`src/rtl/alu_unit.sv`:
```
// RV32I execute-stage ALU: a combinational integer result, an address result
// and an illegal-encoding fault, plus a fault flag that holds until reset.
module alu_unit #(
  parameter int XLEN = 32
) (
  input  logic            clk,
  input  logic            rst_n,
  input  logic [2:0]      alu_op,
  input  logic [1:0]      addr_alu_op,
  input  logic [XLEN-1:0] imm,
  input  logic [XLEN-1:0] rs1,
  input  logic [XLEN-1:0] rs2,
  input  logic [XLEN-1:0] pc,
  input  logic [2:0]      funct3,
  output logic [XLEN-1:0] alu_out,
  output logic [XLEN-1:0] addr_alu_out,
  output logic            fault,
  output logic            fault_sticky
);

  localparam logic [2:0] OP_LUI   = 3'd0;
  localparam logic [2:0] OP_LINK  = 3'd1;
  localparam logic [2:0] OP_AUIPC = 3'd2;
  localparam logic [2:0] OP_RSV3  = 3'd3;
  localparam logic [2:0] OP_STORE = 3'd4;
  localparam logic [2:0] OP_IMM   = 3'd5;
  localparam logic [2:0] OP_REG   = 3'd6;
  localparam logic [2:0] OP_RSV7  = 3'd7;

  logic [XLEN-1:0] op_b_s;
  logic [4:0]      shamt_s;
  logic            alt_s;
  logic [XLEN-1:0] arith_s;
  logic            enc_fault_s;
  logic            fault_sticky_d;
  logic            fault_sticky_q;

  // Operand B and shift amount come from imm for OP-IMM and from rs2 for OP.
  always_comb begin
    op_b_s  = imm;
    shamt_s = imm[4:0];
    if (alu_op == OP_REG) begin
      op_b_s  = rs2;
      shamt_s = rs2[4:0];
    end else begin
      op_b_s  = imm;
      shamt_s = imm[4:0];
    end
  end

  // imm[10] is instruction bit 30: SUB for OP add, SRA for either shift-right.
  assign alt_s = imm[10];

  always_comb begin
    arith_s = {XLEN{1'b0}};
    case (funct3)
      3'd0: begin
        if ((alu_op == OP_REG) && alt_s) begin
          arith_s = rs1 - op_b_s;
        end else begin
          arith_s = rs1 + op_b_s;
        end
      end
      3'd1: arith_s = rs1 << shamt_s;
      3'd2: arith_s = ($signed(rs1) < $signed(op_b_s)) ? 32'd1 : 32'd0;
      3'd3: arith_s = (rs1 < op_b_s) ? 32'd1 : 32'd0;
      3'd4: arith_s = rs1 ^ op_b_s;
      3'd5: begin
        if (alt_s) begin
          arith_s = $signed(rs1) >>> shamt_s;
        end else begin
          arith_s = rs1 >> shamt_s;
        end
      end
      3'd6: arith_s = rs1 | op_b_s;
      3'd7: arith_s = rs1 & op_b_s;
      default: arith_s = {XLEN{1'b0}};
    endcase
  end

  // Encoding checks that still let the decoded result through.
  always_comb begin
    enc_fault_s = 1'b0;
    if (alu_op == OP_IMM) begin
      if ((funct3 == 3'd1) && (imm[11:5] != 7'h00)) begin
        enc_fault_s = 1'b1;
      end else if ((funct3 == 3'd5) && (imm[11:5] != 7'h00) && (imm[11:5] != 7'h20)) begin
        enc_fault_s = 1'b1;
      end else begin
        enc_fault_s = 1'b0;
      end
    end else if (alu_op == OP_REG) begin
      if (alt_s && (funct3 != 3'd0) && (funct3 != 3'd5)) begin
        enc_fault_s = 1'b1;
      end else begin
        enc_fault_s = 1'b0;
      end
    end else begin
      enc_fault_s = 1'b0;
    end
  end

  always_comb begin
    alu_out = {XLEN{1'b0}};
    fault   = 1'b0;
    case (alu_op)
      OP_LUI:   alu_out = imm;
      OP_LINK:  alu_out = pc + 32'd4;
      OP_AUIPC: alu_out = pc + imm;
      OP_RSV3: begin
        alu_out = {XLEN{1'b0}};
        fault   = 1'b1;
      end
      OP_STORE: alu_out = rs2;
      OP_IMM, OP_REG: begin
        alu_out = arith_s;
        fault   = enc_fault_s;
      end
      OP_RSV7: begin
        alu_out = {XLEN{1'b0}};
        fault   = 1'b1;
      end
      default: begin
        alu_out = {XLEN{1'b0}};
        fault   = 1'b1;
      end
    endcase
  end

  always_comb begin
    addr_alu_out = pc;
    case (addr_alu_op)
      2'd0:    addr_alu_out = pc;
      2'd1:    addr_alu_out = pc + imm;
      2'd2:    addr_alu_out = rs1 + imm;
      2'd3:    addr_alu_out = pc + 32'd2;
      default: addr_alu_out = pc;
    endcase
  end

  assign fault_sticky_d = fault_sticky_q | fault;

  // Sticky fault flag; cleared only by reset.
  always_ff @(posedge clk or negedge rst_n) begin
    if (!rst_n) begin
      fault_sticky_q <= 1'b0;
    end else begin
      fault_sticky_q <= fault_sticky_d;
    end
  end

  assign fault_sticky = fault_sticky_q;

endmodule

```
`config.mk`:
```
export PLATFORM = sky130hd
export DESIGN_NAME = alu_unit
export DESIGN_NICKNAME = d
export VERILOG_FILES = /design/src/rtl/alu_unit.sv
export SDC_FILE = /design/constraint.sdc
export NUM_CORES = 1
export LEC_CHECK = 0
export ABC_AREA = 1
export ABC_CLOCK_PERIOD_IN_PS = 3800
export CORE_MARGIN = 3
export CORE_UTILIZATION = 44
export CTS_BUF_LIST = sky130_fd_sc_hd__clkbuf_4 sky130_fd_sc_hd__clkbuf_8 sky130_fd_sc_hd__clkbuf_16
export DETAILED_ROUTE_END_ITERATION = 12
export PLACE_DENSITY = 0.7
export SETUP_SLACK_MARGIN = 0.1
export SLEW_MARGIN = 25
export SYNTH_ARGS = -nofsm -noshare
export SYNTH_HDL_FRONTEND = slang
export SYNTH_SLANG_ARGS = --single-unit
```
`constraint.sdc`:
```
create_clock -name clk -period 3.8 [get_ports clk]
set_input_delay 0.76 -clock clk [delete_from_list [all_inputs] [get_ports clk]]
set_output_delay 0.76 -clock clk [all_outputs]
set_load 0.02 [all_outputs]
```
==> results of run 1 <==
[repair_timing]
action                      CTS
hold buffers                  0
resized for setup          1398
setup buffers               120
pin swaps                   228
gates cloned                 10
setup endpoints to repair    64
hold endpoints to repair      0
[cell families after synthesis]
family                   count (synthesis)  synth area share
AND/OR/NAND/NOR                       1712             0.456
AO/OA/AOI/OAI                          735             0.257
buffers and inverters                  564             0.138
adder cells (fa/ha/maj)                164             0.128
XOR/XNOR                                29            0.0157
multiplexers                             5           0.00332
flip-flops                               1           0.00155
[metal layers]
metal | GRT overflow | track usage
met1 | 18 | 0.820
met2 | 560 | 0.992
met3 | 22 | 0.747
met4 | 297 | 0.888
met5 | 5 | 0.464
[synthesized netlist by cell type, types with 8 or more instances]
| master | instances |
|---|---|
| nand2_1 | 892 |
| o21ai_0 | 260 |
| o21bai_1 | 12 |
| xor2_1 | 19 |
| a31oi_1 | 22 |
| o21a_1 | 11 |
| or2_2 | 23 |
| nor2_2 | 8 |
| o221ai_1 | 19 |
| a21o_1 | 14 |
| buf_4 | 11 |
| buf_2 | 30 |
| inv_1 | 433 |
| nor2_1 | 255 |
| a211oi_1 | 20 |
| nor4_1 | 9 |
| nor3_1 | 43 |
| nand3_1 | 379 |
| a21oi_1 | 264 |
| xnor2_1 | 10 |
| ha_1 | 161 |
| o211ai_1 | 27 |
| clkbuf_1 | 64 |
| inv_2 | 9 |
| nand4_1 | 70 |
| o21ai_1 | 34 |
| nand2_2 | 8 |
| o2111ai_1 | 15 |
[stage by stage]
stage          area [sq um]  TNS [ns]  hold WS (ns)  instances
4_1_cts               30900    -18.96         0.459       4879
3_5_place_dp          26300    -80.28         0.461       4755
3_3_place_gp          26300    -76.64         0.450       4755
2_1_floorplan         16500    -0.107         0.464       3210
==> results.cfg, run 1 <==
[outcome]
run_status = aborted with a tool error
stop_stage = 5_1_grt
stop_error = [ERROR GRT-0116] Global routing finished with congestion. Check the congestion regions in the DRC Viewer.

[place]
io_buffers = 203
dp_hpwl_um = 87700
gp_congestion = 1.29
dp_slack_ns = -1.86

[logic_synthesis]
ys_seq_area_frac = 0.00155
synthTopCellsByArea = nand2_1, ha_1, nand3_1
yosysTopAreaCell = nand2_1
synth_top_area_frac = 0.207
synth_cells = 3210
yosys_warnings = 0
synth_area_sq_mm = 0.0162
yosysUniqueCellTypes = 60
synth_area_per_cell_sq_um = 5.04
ys.flop_type = dfrtp_1
syn_nets = 3512
async_reset_ff_frac = 1.00
ys_ff_latch = 1
synth-edff-count = 0

[floorplanning]
die_h_um = 198
ioPinCount = 204
die_w_um = 198
initial_core_util = 0.451
placementRows = 69

[grt]
grt_start_max_net_pins = 48
grt_pass1_wl_um = 265000
overflow = 902
track_usage = 0.851
grt_pass1_vias = 40838
==> inputs of run 2 (changes only) <==
==> config.mk (replaced) <==
export PLATFORM = sky130hd
export DESIGN_NAME = alu_unit
export DESIGN_NICKNAME = d
export VERILOG_FILES = /design/src/rtl/alu_unit.sv
export SDC_FILE = /design/constraint.sdc
export NUM_CORES = 1
export LEC_CHECK = 0
export ABC_AREA = 1
export ABC_CLOCK_PERIOD_IN_PS = 4900
export CORE_MARGIN = 3
export CORE_UTILIZATION = 29
export DETAILED_ROUTE_END_ITERATION = 12
export PLACE_DENSITY_LB_ADDON = 0.15
export SLEW_MARGIN = 25
export SYNTH_ARGS = -nofsm -noshare
export SYNTH_HDL_FRONTEND = slang
export SYNTH_SLANG_ARGS = --single-unit
==> constraint.sdc (replaced) <==
create_clock -name clk -period 4.9 [get_ports clk]
set_input_delay 0.98 -clock clk [delete_from_list [all_inputs] [get_ports clk]]
set_output_delay 0.98 -clock clk [all_outputs]
set_load 0.02 [all_outputs]
==> results.cfg, run 2 <==
[timing]
final-max-slew-violation-count = 0
fmax_ghz = 0.199
hold_viol_final = 0
min_period_over_period = 1.02
relSlewSlack = 0.481
setup_slack_ns = -0.113
worst_slew_pin_slew_ns = 0.778
setup_viol = 10
rsz0062_at_grt = yes
setup_tns_ns = -0.479
clock_skew_ns = 0
finalCriticalPeriod_ns = 5.01

[route]
num_vias = 27352
via_per_inst = 5.37
dr.pass1.iters = 8
wl_per_cell_um = 22.3
drcViolationCount = 0
drt_iter0_markers = 3288
wirelength_um = 114000
ant_nets = 0

[critical_path]
regToRegSetupSlack_ns = 4.13
critPathLaunchType = input pin
r2r_cells = 1
crit_chain = buf_8, inv_6, nand3_4, buf_12, buf_16, nand2_2, o21ai_1, buf_4, ha_4, buf_6, nand2_8, inv_4, a21oi_2, nand2_1, nand2_2, nand3_2, a21o_4, or2_4, nand3_2, o211ai_1, nand2_1, nand4_1, buf_4
startpoint = alu_op[0]
crit_end = alu_out[22]
critical_path.slowest_cell = ha_4
required_ns = 3.92
worstPathArrival_ns = 4.03
critPathMaxFanout = 7
crit-reg2reg-launch = fault_sticky$_DFF_PN0_
worst-setup-path-type = input pin to output pin
r2r_end = fault_sticky$_DFF_PN0_
cpPeakStageDelay_ns = 0.26
endpoint_kind = output pin

[power_and_ir_drop]
cellLeakagePower_nw = 14.5
finalPower_mw = 4.10
ir_worst_vdd_uv = 77.3
power_density_mw_per_mm2 = 142

[logic_synthesis]
synth_cells = 3210
synth_area_sq_mm = 0.0162
yosys_warnings = 0
ys_seq_area_frac = 0.00155
synth_top_area_frac = 0.207
ys.flop_type = dfrtp_1
synth-edff-count = 0
synthTopCellsByArea = nand2_1, ha_1, nand3_1
yosysTopAreaCell = nand2_1
yosys-top-cells-count = nand2_1, inv_1, nand3_1, a21oi_1, o21ai_0
syn_nets = 3512
yosysMostFrequentCell = nand2_1
synth_area_per_cell_sq_um = 5.04
yosysUniqueCellTypes = 60
async_reset_ff_frac = 1.00
ys_ff_latch = 1

[floorplanning]
core-area_sq_mm = 0.0546
die_w_um = 242
die-area_sq_mm = 0.0587
placementRows = 85
initial_core_util = 0.297
ioPinCount = 204
die_h_um = 242

[clock_tree]
cts_hold_buf = 0
insertion_delay_ns = 0
cts.clk_slew.worst_paths_ns = 0

[cells_and_area]
largest_register_ffs = 1
final_cell_mix = buf_4, nand2_1, inv_1, nand3_1, nor2_1
nNetsFinal = 4656
antenna_cells = 0
layout_commonest_cell = buf_4
drive_gt1_frac = 0.365
utilization = 0.531
area_growth_pct = 79.0
stdcell_count = 5091
stdcell_area_sq_mm = 0.0290

[grt]
grt_pass1_vias = 26038
antenna_found_initial = 1
track_usage = 0.362
grt_start_max_net_pins = 65
grt_pass1_wl_um = 162000
overflow = 0

[min_path]
hold_class = flip-flop to flip-flop
hold_path.startpoint = fault_sticky$_DFF_PN0_

[place]
dp_hpwl_um = 96900
io_buffers = 203
place_area_sq_mm = 0.0264
placedCellCount = 5041
gp_congestion = 1.06

[outcome]
violations = setup timing
run_status = complete, but fails checks

[flow_run]
cap_viol_max_count = 0
-- run 2: cell counts after synthesis --
No cell type changed its count.
-- run 2: routing by layer --
metal / wire length [um] / part of all wire / track usage / up-vias
li1: - / - / - / 13095
met5: 0 / 0 / 0 / -
met4: 7460 / 0.066 / 0.196 / 0
met1: 46900 / 0.41 / 0.472 / 12612
met2: 50600 / 0.45 / 0.593 / 1383
met3: 8600 / 0.076 / 0.0281 / 262
-- run 2: final cells by class --
cell class              instances  area (sq um)
inverters                     447          1690
flip-flops and latches          1          25.0
fillers                      5764         25600
well taps                     739           925
multi-input cells            2645         16100
repair buffers               1259         10300
-- run 2: worst min path at each step --
stage	depth (start not counted)	slack, ns	end
final	1	0.46	fault_sticky$_DFF_PN0_
after global routing	1	0.47	fault_sticky$_DFF_PN0_
after CTS	1	0.46	fault_sticky$_DFF_PN0_
after detailed placement	1	0.46	fault_sticky$_DFF_PN0_
after global placement	1	0.45	fault_sticky$_DFF_PN0_
after floorplan	1	0.60	fault_sticky$_DFF_PN0_
-- run 2: critical path, delay by kind of cell --
| kind | cells | cell delay, ns |
|---|---|---|
| compound gates | 4 | 0.56 |
| fa+ha+maj | 1 | 0.26 |
| buf+inv | 8 | 1.05 |
| simple gates | 10 | 1.16 |
-- run 2: cells by family after synthesis --
family,Yosys count,synth area share
flip-flops,1,0.00155
XOR/XNOR,29,0.0157
AND/OR/NAND/NOR,1712,0.456
buffers and inverters,564,0.138
multiplexers,5,0.00332
adder cells (fa/ha/maj),164,0.128
AO/OA/AOI/OAI,735,0.257
-- run 2: power by group --
group          switching [mW]  total (mW)  internal [mW]
Sequential     0.000000000154     0.00841        0.00841
Clock                       0           0              0
Combinational            2.31        4.09           1.79
-- run 2: stage by stage --
| step | hold slack (ns) | worst slack (ns) |
|---|---|---|
| 4_1_cts | 0.459 | -0.179 |
| 5_1_grt | 0.474 | -0.212 |
| 3_5_place_dp | 0.458 | -1.32 |
| 6_report | 0.459 | -0.113 |
| 2_1_floorplan | 0.595 | 0.266 |
| 3_3_place_gp | 0.449 | -1.31 |
-- run 2: what timing repair did --
item,4_1_cts,5_1_grt
resized for setup,593,299
setup buffers,24,26
setup endpoints to repair,57,57
pin swaps,78,97
gates cloned,3,1
Power figures use the tool's default switching activity.
